**src/rtl/uart_rx_core.sv**
```systemverilog
`default_nettype none
// ============================================================================
// Module   : uart_rx_core
// Brief    : Oversampled UART receiver with 2-of-3 majority voting, optional
//            parity and one/two stop bits; one P_DATA word per good frame.
// Revision : 1.0
// ============================================================================
module uart_rx_core #(
    parameter int DATA_WIDTH = 8,
    parameter int PRESCALE_W = 6
) (
    input  logic                  CLK,
    input  logic                  RST,
    input  logic                  RX_IN,
    input  logic                  PAR_EN,
    input  logic                  PAR_TYP,
    input  logic                  STOP2,
    input  logic [PRESCALE_W-1:0] PRESCALE,
    output logic [DATA_WIDTH-1:0] P_DATA,
    output logic                  DATA_VALID,
    output logic                  PAR_ERR,
    output logic                  STP_ERR,
    output logic                  FRM_BUSY
);

    localparam int BIT_W = $clog2(DATA_WIDTH);

    typedef enum logic [2:0] {
        S_IDLE   = 3'd0,
        S_START  = 3'd1,
        S_DATA   = 3'd2,
        S_PARITY = 3'd3,
        S_STOP   = 3'd4,
        S_DONE   = 3'd5
    } state_t;

    state_t                  state_q, state_d;
    logic                    sync_q, sync_d, rx_s_q, rx_s_d;
    logic [PRESCALE_W-1:0]   edge_cnt_q, edge_cnt_d, prescale_q, prescale_d;
    logic [BIT_W-1:0]        bit_cnt_q, bit_cnt_d;
    logic [1:0]              samp_q, samp_d;
    logic [DATA_WIDTH-1:0]   shreg_q, shreg_d, p_data_q, p_data_d;
    logic                    stop_idx_q, stop_idx_d;
    logic                    par_en_q, par_en_d, par_typ_q, par_typ_d, stop2_q, stop2_d;
    logic                    par_err_q, par_err_d, stp_err_q, stp_err_d;
    logic                    par_err_out_q, par_err_out_d, stp_err_out_q, stp_err_out_d;
    logic                    data_valid_q, data_valid_d;

    logic [PRESCALE_W-1:0]   w_half;
    logic                    w_sample_lo, w_sample_mid, w_decide, w_last, w_maj;

    assign w_half       = prescale_q >> 1;
    assign w_sample_lo  = (edge_cnt_q == w_half - PRESCALE_W'(1));
    assign w_sample_mid = (edge_cnt_q == w_half);
    assign w_decide     = (edge_cnt_q == w_half + PRESCALE_W'(1));
    assign w_last       = (edge_cnt_q == prescale_q - PRESCALE_W'(1));
    // Third vote is the live rx_s at the decision point.
    assign w_maj = (samp_q[0] & samp_q[1]) | (samp_q[0] & rx_s_q) | (samp_q[1] & rx_s_q);

    always_comb begin
        state_d       = state_q;
        sync_d        = RX_IN;
        rx_s_d        = sync_q;
        edge_cnt_d    = edge_cnt_q + PRESCALE_W'(1);
        prescale_d    = prescale_q;
        bit_cnt_d     = bit_cnt_q;
        samp_d        = samp_q;
        shreg_d       = shreg_q;
        p_data_d      = p_data_q;
        stop_idx_d    = stop_idx_q;
        par_en_d      = par_en_q;
        par_typ_d     = par_typ_q;
        stop2_d       = stop2_q;
        par_err_d     = par_err_q;
        stp_err_d     = stp_err_q;
        par_err_out_d = par_err_out_q;
        stp_err_out_d = stp_err_out_q;
        data_valid_d  = 1'b0;

        if (w_sample_lo)  samp_d[0] = rx_s_q;
        if (w_sample_mid) samp_d[1] = rx_s_q;

        case (state_q)
            S_IDLE: begin
                edge_cnt_d = '0;
                if (!rx_s_q) begin
                    state_d    = S_START;
                    par_en_d   = PAR_EN;
                    par_typ_d  = PAR_TYP;
                    stop2_d    = STOP2;
                    prescale_d = PRESCALE;
                    par_err_d  = 1'b0;
                    stp_err_d  = 1'b0;
                end
            end
            S_START: begin
                if (w_decide && w_maj) begin
                    state_d = S_IDLE;
                end else if (w_last) begin
                    state_d    = S_DATA;
                    edge_cnt_d = '0;
                    bit_cnt_d  = '0;
                end
            end
            S_DATA: begin
                if (w_decide) shreg_d = {w_maj, shreg_q[DATA_WIDTH-1:1]};
                if (w_last) begin
                    edge_cnt_d = '0;
                    if (bit_cnt_q == BIT_W'(DATA_WIDTH - 1)) begin
                        state_d    = par_en_q ? S_PARITY : S_STOP;
                        stop_idx_d = 1'b0;
                    end else begin
                        bit_cnt_d = bit_cnt_q + BIT_W'(1);
                    end
                end
            end
            S_PARITY: begin
                if (w_decide) par_err_d = w_maj ^ (^shreg_q) ^ par_typ_q;
                if (w_last) begin
                    state_d    = S_STOP;
                    edge_cnt_d = '0;
                    stop_idx_d = 1'b0;
                end
            end
            S_STOP: begin
                // Leave at the last decision so a back-to-back start edge is caught.
                if (w_decide) begin
                    if (!w_maj) stp_err_d = 1'b1;
                    if (!stop2_q || stop_idx_q) state_d = S_DONE;
                end
                if (w_last) begin
                    edge_cnt_d = '0;
                    stop_idx_d = 1'b1;
                end
            end
            S_DONE: begin
                state_d       = S_IDLE;
                par_err_out_d = par_err_q;
                stp_err_out_d = stp_err_q;
                if (!par_err_q && !stp_err_q) begin
                    p_data_d     = shreg_q;
                    data_valid_d = 1'b1;
                end
            end
            default: state_d = S_IDLE;
        endcase
    end

    always_ff @(posedge CLK or posedge RST) begin
        if (RST) begin
            state_q       <= S_IDLE;
            sync_q        <= 1'b1;
            rx_s_q        <= 1'b1;
            edge_cnt_q    <= '0;
            prescale_q    <= '0;
            bit_cnt_q     <= '0;
            samp_q        <= '0;
            shreg_q       <= '0;
            p_data_q      <= '0;
            stop_idx_q    <= 1'b0;
            par_en_q      <= 1'b0;
            par_typ_q     <= 1'b0;
            stop2_q       <= 1'b0;
            par_err_q     <= 1'b0;
            stp_err_q     <= 1'b0;
            par_err_out_q <= 1'b0;
            stp_err_out_q <= 1'b0;
            data_valid_q  <= 1'b0;
        end else begin
            state_q       <= state_d;
            sync_q        <= sync_d;
            rx_s_q        <= rx_s_d;
            edge_cnt_q    <= edge_cnt_d;
            prescale_q    <= prescale_d;
            bit_cnt_q     <= bit_cnt_d;
            samp_q        <= samp_d;
            shreg_q       <= shreg_d;
            p_data_q      <= p_data_d;
            stop_idx_q    <= stop_idx_d;
            par_en_q      <= par_en_d;
            par_typ_q     <= par_typ_d;
            stop2_q       <= stop2_d;
            par_err_q     <= par_err_d;
            stp_err_q     <= stp_err_d;
            par_err_out_q <= par_err_out_d;
            stp_err_out_q <= stp_err_out_d;
            data_valid_q  <= data_valid_d;
        end
    end

    assign P_DATA     = p_data_q;
    assign DATA_VALID = data_valid_q;
    assign PAR_ERR    = par_err_out_q;
    assign STP_ERR    = stp_err_out_q;
    assign FRM_BUSY   = (state_q != S_IDLE);

endmodule
`default_nettype wire

```
**config.mk**
```make
export PLATFORM = sky130hd
export DESIGN_NAME = uart_rx_core
export DESIGN_NICKNAME = d
export VERILOG_FILES = /design/src/rtl/uart_rx_core.sv
export SDC_FILE = /design/constraint.sdc
export NUM_CORES = 1
export LEC_CHECK = 0
export ABC_AREA = 1
export CORE_MARGIN = 3
export CORE_UTILIZATION = 55
export DETAILED_ROUTE_END_ITERATION = 10
export PLACE_DENSITY_LB_ADDON = 0.1
export SLEW_MARGIN = 15
export SYNTH_ARGS = -nofsm -noshare
export SYNTH_HDL_FRONTEND = slang
export SYNTH_SLANG_ARGS = --single-unit
```
**constraint.sdc**
```tcl
create_clock -name CLK -period 2.3 [get_ports CLK]
set_input_delay 0.23 -clock CLK [delete_from_list [all_inputs] [get_ports CLK]]
set_output_delay 0.23 -clock CLK [all_outputs]
set_load 0.05 [all_outputs]
```
==> metrics.txt, run 1 <==
Starting Density=0.584; Core Area=4820 um^2; Fin. Hold Viols=0; setup ws final=0.115 ns; worst-margin pin slew=0.503 ns; Design Power=0.00391 W; Final nets=410; post-synthesis register bit count=47; Clk Tree Root Cell=clkbuf_8; ant diodes=0; H-tree levels=2; worst hold path class=input pin to async pin; Mapped Area=2810 um^2; drt pass-1 iters=4; most frequent cell after synthesis=nand2_1; Post-CTS Setup Inserts=0; global-route wire length before repair=9900 um; slowest cell on the critical path=clkdlybuf4s50_1; Critical Path RT=2.07 ns; First DRT Iteration DRCs=108; Post-Route WL=5610 um; CP Class=flop to output pin; DRC Markers=0; # IOs=24; Setup-failing EPs final=0; WP buf/inv=3; RD Place Congestion=0.857; clock tree from TritonCTS=yes; unrepaired setup endpoints after global routing=no; Max Root-Sink Buffers=2; Post-CTS Hold Fix Bufs=0; worst-path fanout max=4; syn nets=381; outcome=finished clean; Syn Inst Count=362; Async S/R FF share, synth=1.00; Die Area=6010 um^2; sequential fraction of the synthesis area=0.419; Congestion Overflow GR=0; wire length per cell=12.2 um; Layout Skew=0.00651 ns; largest net degree at the start of global routing=19; top post-synthesis cells by area=dfrtp_1 40%, nand2_1 15%, inv_1 5.7%, o21ai_0 4.1%, nand3_1 3.6%; PostCTS Resize Cnt=0; via count=2322; setup TNS=0 ns; CTS Buf Count=5; crit share post-route=0.950; CP cell instances=nor2_1 -> inv_1 -> nor2_1 -> inv_2 -> clkdlybuf4s50_1; port bufs=23; Max Fclk=458 MHz; Post-synth EDFFs=0; yosys warns=0; Synth Flop Type=dfrtp_1; Max stage delay on crit path=0.70 ns; Num Clock Sinks=47; critical path's most frequent cell=nor2_1; synthesis-to-finish area growth=14.2%; Final Critical Period=2.19 ns; Yosys top cell area share=0.400; Worst Setup End Kind=output pin; vias in the first global route=2259; Worst setup SP type=flop; Final Max Tran Viols=0; CP Data Arrival Time=1.96 ns; pre-CTS WS=0.256 ns; post-DP HPWL=4360 um; crit-path leading delay family=buffers and inverters; Slew headroom=0.664; layout cells sized above 1=0.145; Area after DPL=3110 um^2; cell taking the most area after synthesis=dfrtp_1; Post-synth top cells=115 x nand2_1, 45 x dfrtp_1, 43 x inv_1; post-synthesis cell type count=39; Die Span Y=77.5 um; max-cap viol count=0; worst skew pair latency=0.30 ns; antenna violations before repair=0; remaining antenna violation count=0; Die W=77.5 um; number of fill cells in the layout=446; DR vias/cell=5.06; Finished Cell Area=3210 um^2; Mean Syn Cell Area=7.77 um^2; maximum VDD drop=0.000513 V; GRT Resource Usage Total=0.207; Power Density=1220 nW/um^2; CTS clk-pin slew, worst paths=0.09 ns; Core Rows=25; Leakage=1.58 nW
==> placed cells by master (no fill, tap or decap), drive strengths merged <==
| cell type | count |
|---|---|
| nand2 | 125 |
| inv | 52 |
| dfrtp | 45 |
| o21ai | 34 |
| nor2 | 28 |
| nand3 | 24 |
| clkdlybuf4s50 | 23 |
| a21oi | 9 |
| xor2 | 8 |
| xnor2 | 8 |
| ha | 7 |
| clkbuf | 6 |
| buf | 4 |
| nor3 | 3 |
| nand3b | 2 |
| dfstp | 2 |
| clkinv | 2 |
| a21boi | 2 |
| or2 | 1 |
| a211oi | 1 |
| o2bb2ai | 1 |
| nand4 | 1 |
| o31ai | 1 |
| o211ai | 1 |
| o21bai | 1 |
| clkinvlp | 1 |
==> cells by family after synthesis <==
group           share of synthesized area
compound gates                      0.105
xor+xnor                           0.0498
fa+ha+maj                          0.0311
buf+inv                            0.0863
flops                               0.419
simple gates                        0.309
==> routing by layer <==
| metal | global-route usage | wire length [um] |
|---|---|---|
| met1 | 0.275 | 2750 |
| met2 | 0.337 | 2540 |
| met4 | 0.0712 | 79 |
| met3 | 0.0418 | 233 |
| met5 | 0 | 0 |
==> where the power goes <==
group / internal [W] / leakage (nW) / total, W / switching [W]
Sequential: 0.00103 / 0.623 / 0.00126 / 0.000229
Combinational: 0.000727 / 0.912 / 0.00211 / 0.00139
Clock: 0.000246 / 0.0474 / 0.000532 / 0.000286
Total: 0.00200 / 1.58 / 0.00391 / 0.00190
==> state kept, by name, summed over array words and instances, names as in the netlist, 2 cells and up <==
name        flops
P_DATA          8
shreg_q         8
edge_cnt_q      6
prescale_q      6
bit_cnt_q       3
state_q         3
samp_q          2
==> cell type report <==
cell class,count,area [um^2],area share
multi-input combinational,257,1390,0.433
sequential,47,1180,0.367
timing repair buffer,27,260,0.0810
inverter,53,200,0.0623
tap,67,83.8,0.0261
clock buffer,6,82.6,0.0257
clock inverter,2,16.3,0.00506
==> final timing paths <==
kind,start,endpoint,slack [ns],cells past startpoint
max in group asynchronous,RST,par_typ_q,1.53,3
setup reg to reg,prescale_q[1],edge_cnt_q[2],0.25,13
hold / removal,RST,samp_q[0],0.23,2
hold reg to reg,rx_s_d,rx_s_q,0.36,0
min in group CLK,RX_IN,rx_s_d,0.33,1
setup / recovery,state_q[0],FRM_BUSY,0.11,5
==> stage by stage <==
step | util | hold WS (ns) | std cells
6_report | 0.667 | 0.226 | 459
5_1_grt | 0.667 | 0.239 | 459
4_1_cts | 0.667 | 0.228 | 459
3_5_place_dp | 0.646 | 0.347 | 451
3_3_place_gp | 0.646 | 0.346 | 451
2_1_floorplan | - | 0.234 | 362
(Power assumes the default switching activity.)
==> run 2, diff against run 1 <==
--- a/config.mk
+++ b/config.mk
@@ -9,7 +9,8 @@
 export CORE_MARGIN = 3
 export CORE_UTILIZATION = 55
 export DETAILED_ROUTE_END_ITERATION = 10
-export PLACE_DENSITY_LB_ADDON = 0.1
+export PLACE_DENSITY = 0.76
+export REMOVE_ABC_BUFFERS = 1
 export SLEW_MARGIN = 15
 export SYNTH_ARGS = -nofsm -noshare
 export SYNTH_HDL_FRONTEND = slang
==> metrics.txt, run 2 (synthesis results as in run 1) <==
Critical Path RT=2.48 ns; Post-CTS Hold Fix Bufs=0; crit share post-route=0.907; Worst setup SP type=flop; outcome=finished clean; commonest non-fill, non-tap cells in the layout=115 x nand2_1, 44 x dfrtp_1, 42 x inv_1; hold_ws=0.268 ns; Power Density=1210 nW/um^2; CP Data Arrival Time=2.27 ns; CTS clk-pin slew, worst paths=0.10 ns; Num Clock Sinks=47; antenna violations before repair=0; wire length per cell=12.2 um; setup ws final=0.213 ns; CP Class=flop to flop; Leakage=1.59 nW; register area=1180 um^2; Worst Setup End Kind=flop; placed cells=450; max-cap viol count=0; ant diodes=0; Setup-failing EPs final=0; Max Root-Sink Buffers=2; Clk Tree Root Cell=clkbuf_8; clock tree from TritonCTS=yes; worst skew pair latency=0.31 ns; Design Power=0.00389 W; port bufs=23; CTS Buf Count=5; Core Rows=25; worst hold path class=input pin to async pin; remaining antenna violation count=0; Max Fclk=479 MHz; Die Span Y=77.5 um; Final Max Tran Viols=0; setup TNS=0 ns; area occupied by multi-input gates=1390 um^2; largest net degree at the start of global routing=48; H-tree levels=2; Starting Density=0.584; global-route wire length before repair=10300 um; # IOs=24; Final Critical Period=2.09 ns; Fin. Hold Viols=0; most common cell after layout, fill and taps aside=nand2_1; post-DP HPWL=4260 um; unrepaired setup endpoints after global routing=no; Congestion Overflow GR=0; RD Place Congestion=0.909; pre-CTS WS=0.208 ns; Layout Skew=0.0169 ns; via count=2283; worst-path fanout max=6; Final nets=409; Post-Route WL=5590 um; worst-margin pin slew=0.501 ns; Die W=77.5 um; Core Area=4820 um^2; layout cells sized above 1=0.146; drt pass-1 iters=4; maximum VDD drop=0.000667 V; GRT Resource Usage Total=0.213; First DRT Iteration DRCs=133; DRC Markers=0; number of fill cells in the layout=423; DR vias/cell=4.98; Slew headroom=0.665; synthesis-to-finish area growth=14.4%; final instance count without filler cells=458; Die Area=6010 um^2; vias in the first global route=2296
## run 2: stage by stage
step / utilization / instance area, um^2
after detailed placement: 0.648 / 3120
final: 0.668 / 3220
after CTS: 0.667 / 3210
after global placement: 0.648 / 3120
after global routing: 0.668 / 3220
after floorplan: - / 2770
## run 2: worst max-delay path, stage by stage, from the launching register on
cell      delay [ns]
dfrtp_2         0.46
inv_1           0.15
ha_1            0.26
nand2_1         0.07
nand2_1         0.06
nor2_1          0.08
nand2_1         0.05
nor2_1          0.19
nand3_4         0.15
clkinv_2        0.10
nand2_4         0.06
a21oi_4         0.27
nor2_2          0.06
## run 2: report_power, final
part	internal [W]	switching [W]	total, W
Sequential	0.00103	0.000235	0.00127
Combinational	0.000725	0.00138	0.00211
Clock	0.000222	0.000294	0.000516
Total	0.00198	0.00191	0.00389
## run 2: cell type report
class,instances,area share
sequential,47,0.367
tap,67,0.0261
timing repair buffer,26,0.0832
multi-input combinational,257,0.433
clock buffer,5,0.0214
clock inverter,3,0.00778
inverter,53,0.0622
## run 2: timing repair
action	CTS	global route
gates resized for setup	0	2
buffers inserted	0	0
endpoints found under the setup margin	0	2
## run 2: final timing paths
| path | start | endpoint | slack [ns] | cells after the start |
|---|---|---|---|---|
| setup / recovery | prescale_q[1] | edge_cnt_q[2] | 0.21 | 12 |
| hold / removal | RST | shreg_q[5] | 0.27 | 3 |
| setup reg to reg | prescale_q[1] | edge_cnt_q[2] | 0.21 | 12 |
| hold reg to reg | rx_s_d | rx_s_q | 0.36 | 0 |
| max in group asynchronous | RST | rx_s_d | 1.77 | 3 |
| min in group CLK | RX_IN | rx_s_d | 0.33 | 1 |
## run 2: metal layers
layer	wire length (um)	vias to the layer above	GRT usage
met5	0	-	0
met4	68	0	0.0569
met3	149	9	0.0452
met2	2590	33	0.348
met1	2790	1056	0.286
li1	-	1185	-
==> run 3, diff against run 2 <==
--- a/config.mk
+++ b/config.mk
@@ -9,6 +9,7 @@
 export CORE_MARGIN = 3
 export CORE_UTILIZATION = 55
 export DETAILED_ROUTE_END_ITERATION = 10
+export GPL_TIMING_DRIVEN = 0
 export PLACE_DENSITY = 0.76
 export REMOVE_ABC_BUFFERS = 1
 export SLEW_MARGIN = 15
==> metrics.txt, run 3 (synthesis results as in run 1) <==
outcome=finished clean; setup TNS=0 ns; via count=2276; antenna violations before repair=0; Num Clock Sinks=47; vias in the first global route=2177; worst-path fanout max=4; Worst Setup End Kind=output pin; hold_ws=0.183 ns; layout cells sized above 1=0.144; # IOs=24; global-route wire length before repair=9650 um; Final nets=407; most common cell after layout, fill and taps aside=nand2_1; Post-CTS Setup Inserts=0; worst skew pair latency=0.30 ns; Die Area=6010 um^2; Power Density=1220 nW/um^2; Die Span Y=77.5 um; met3 GRT Util=0.0255; Setup-failing EPs final=0; post-DP HPWL=4200 um; ant diodes=0; Post-Route WL=5560 um; max-cap viol count=0; Core Rows=25; largest net degree at the start of global routing=36; Final Max Tran Viols=0; most crowded layer after global routing=met2; crit path launch=state_q[0]; Max Root-Sink Buffers=2; GRT Resource Usage Total=0.198; Core Area=4820 um^2; Post-CTS Hold Fix Bufs=0; Layout Skew=0.00905 ns; Congestion Overflow GR=0; CP Class=flop to output pin; Critical Path RT=2.07 ns; worst r2r path cells=11; H-tree levels=2; Clk Tree Root Cell=clkbuf_8; CP Data Arrival Time=1.94 ns; Final Critical Period=2.17 ns; worst r2r src=prescale_q[2]; worst-margin pin slew=0.650 ns; Max Fclk=462 MHz; crit share post-route=0.942; CTS clk-pin slew, worst paths=0.09 ns; wire length per cell=12.2 um; Fin. Hold Viols=0; Starting Density=0.584; port bufs=23; Die W=77.5 um; remaining antenna violation count=0; DR vias/cell=4.99; drt pass-1 iters=5; worst hold path class=input pin to async pin; commonest non-fill, non-tap cells in the layout=115 x nand2_1, 43 x dfrtp_1, 41 x inv_1; RD Place Congestion=0.894; unrepaired setup endpoints after global routing=no; First DRT Iteration DRCs=127; Leakage=1.57 nW; met1 Resource Use GR=0.267; DRC Markers=0; synthesis-to-finish area growth=13.8%; CTS Buf Count=5; Slew headroom=0.566; maximum VDD drop=0.000554 V; clock tree from TritonCTS=yes; Worst setup SP type=flop; met2 usage in global routing=0.334
[run 3: path summary, 6_finish.rpt]
check / end / slack (ns)
min in group CLK: rx_s_d / 0.33
hold reg to reg: rx_s_q / 0.35
hold / removal: P_DATA[4] / 0.18
setup reg to reg: edge_cnt_q[3] / 0.19
setup / recovery: FRM_BUSY / 0.13
max in group asynchronous: rx_s_q / 1.60
[run 3: critical path, stage by stage, from the launching register on]
cell and delay [ns]:
dfrtp_1 0.44, nor2_1 0.20, inv_1 0.08, nor2_1 0.12, inv_2 0.08, clkdlybuf4s50_1 0.70
[run 3: cell type report]
class                           instances  area, um^2
Timing Repair Buffer                   24         250
Fill cell                             418        1620
Inverter                               53         200
Sequential cell                        47        1180
Clock buffer                            7        86.3
Multi-Input combinational cell        257        1390
Clock inverter                          1        8.76
Tap cell                               67        83.8
[run 3: power breakdown]
part | switching, W | internal (W)
clock network | 0.000293 | 0.000247
logic | 0.00136 | 0.000709
registers | 0.000244 | 0.00104
total | 0.00190 | 0.00199
[run 3: per-layer routing]
layer | vias up | wire length (um)
met5 | - | 0
li1 | 1182 | -
met3 | 9 | 187
met4 | 0 | 74
met2 | 43 | 2630
met1 | 1042 | 2670
[run 3: what timing repair did]
item / in CTS / in global routing
setup endpoints to repair: 0 / 6
endpoints found under the hold margin: 0 / 0
gates resized for setup: 0 / 3
[run 3: through the flow]
stage / area (um^2) / setup slack [ns] / cells / total power, W / util
2_1_floorplan: 2770 / 0.458 / 357 / 0.00289 / -
6_report: 3200 / 0.134 / 456 / 0.00389 / 0.665
3_5_place_dp: 3100 / 0.0875 / 448 / 0.00334 / 0.644
3_3_place_gp: 3080 / -0.00344 / 447 / 0.00329 / 0.640
4_1_cts: 3200 / 0.0742 / 456 / 0.00388 / 0.664
5_1_grt: 3200 / 0.00942 / 456 / 0.00421 / 0.665
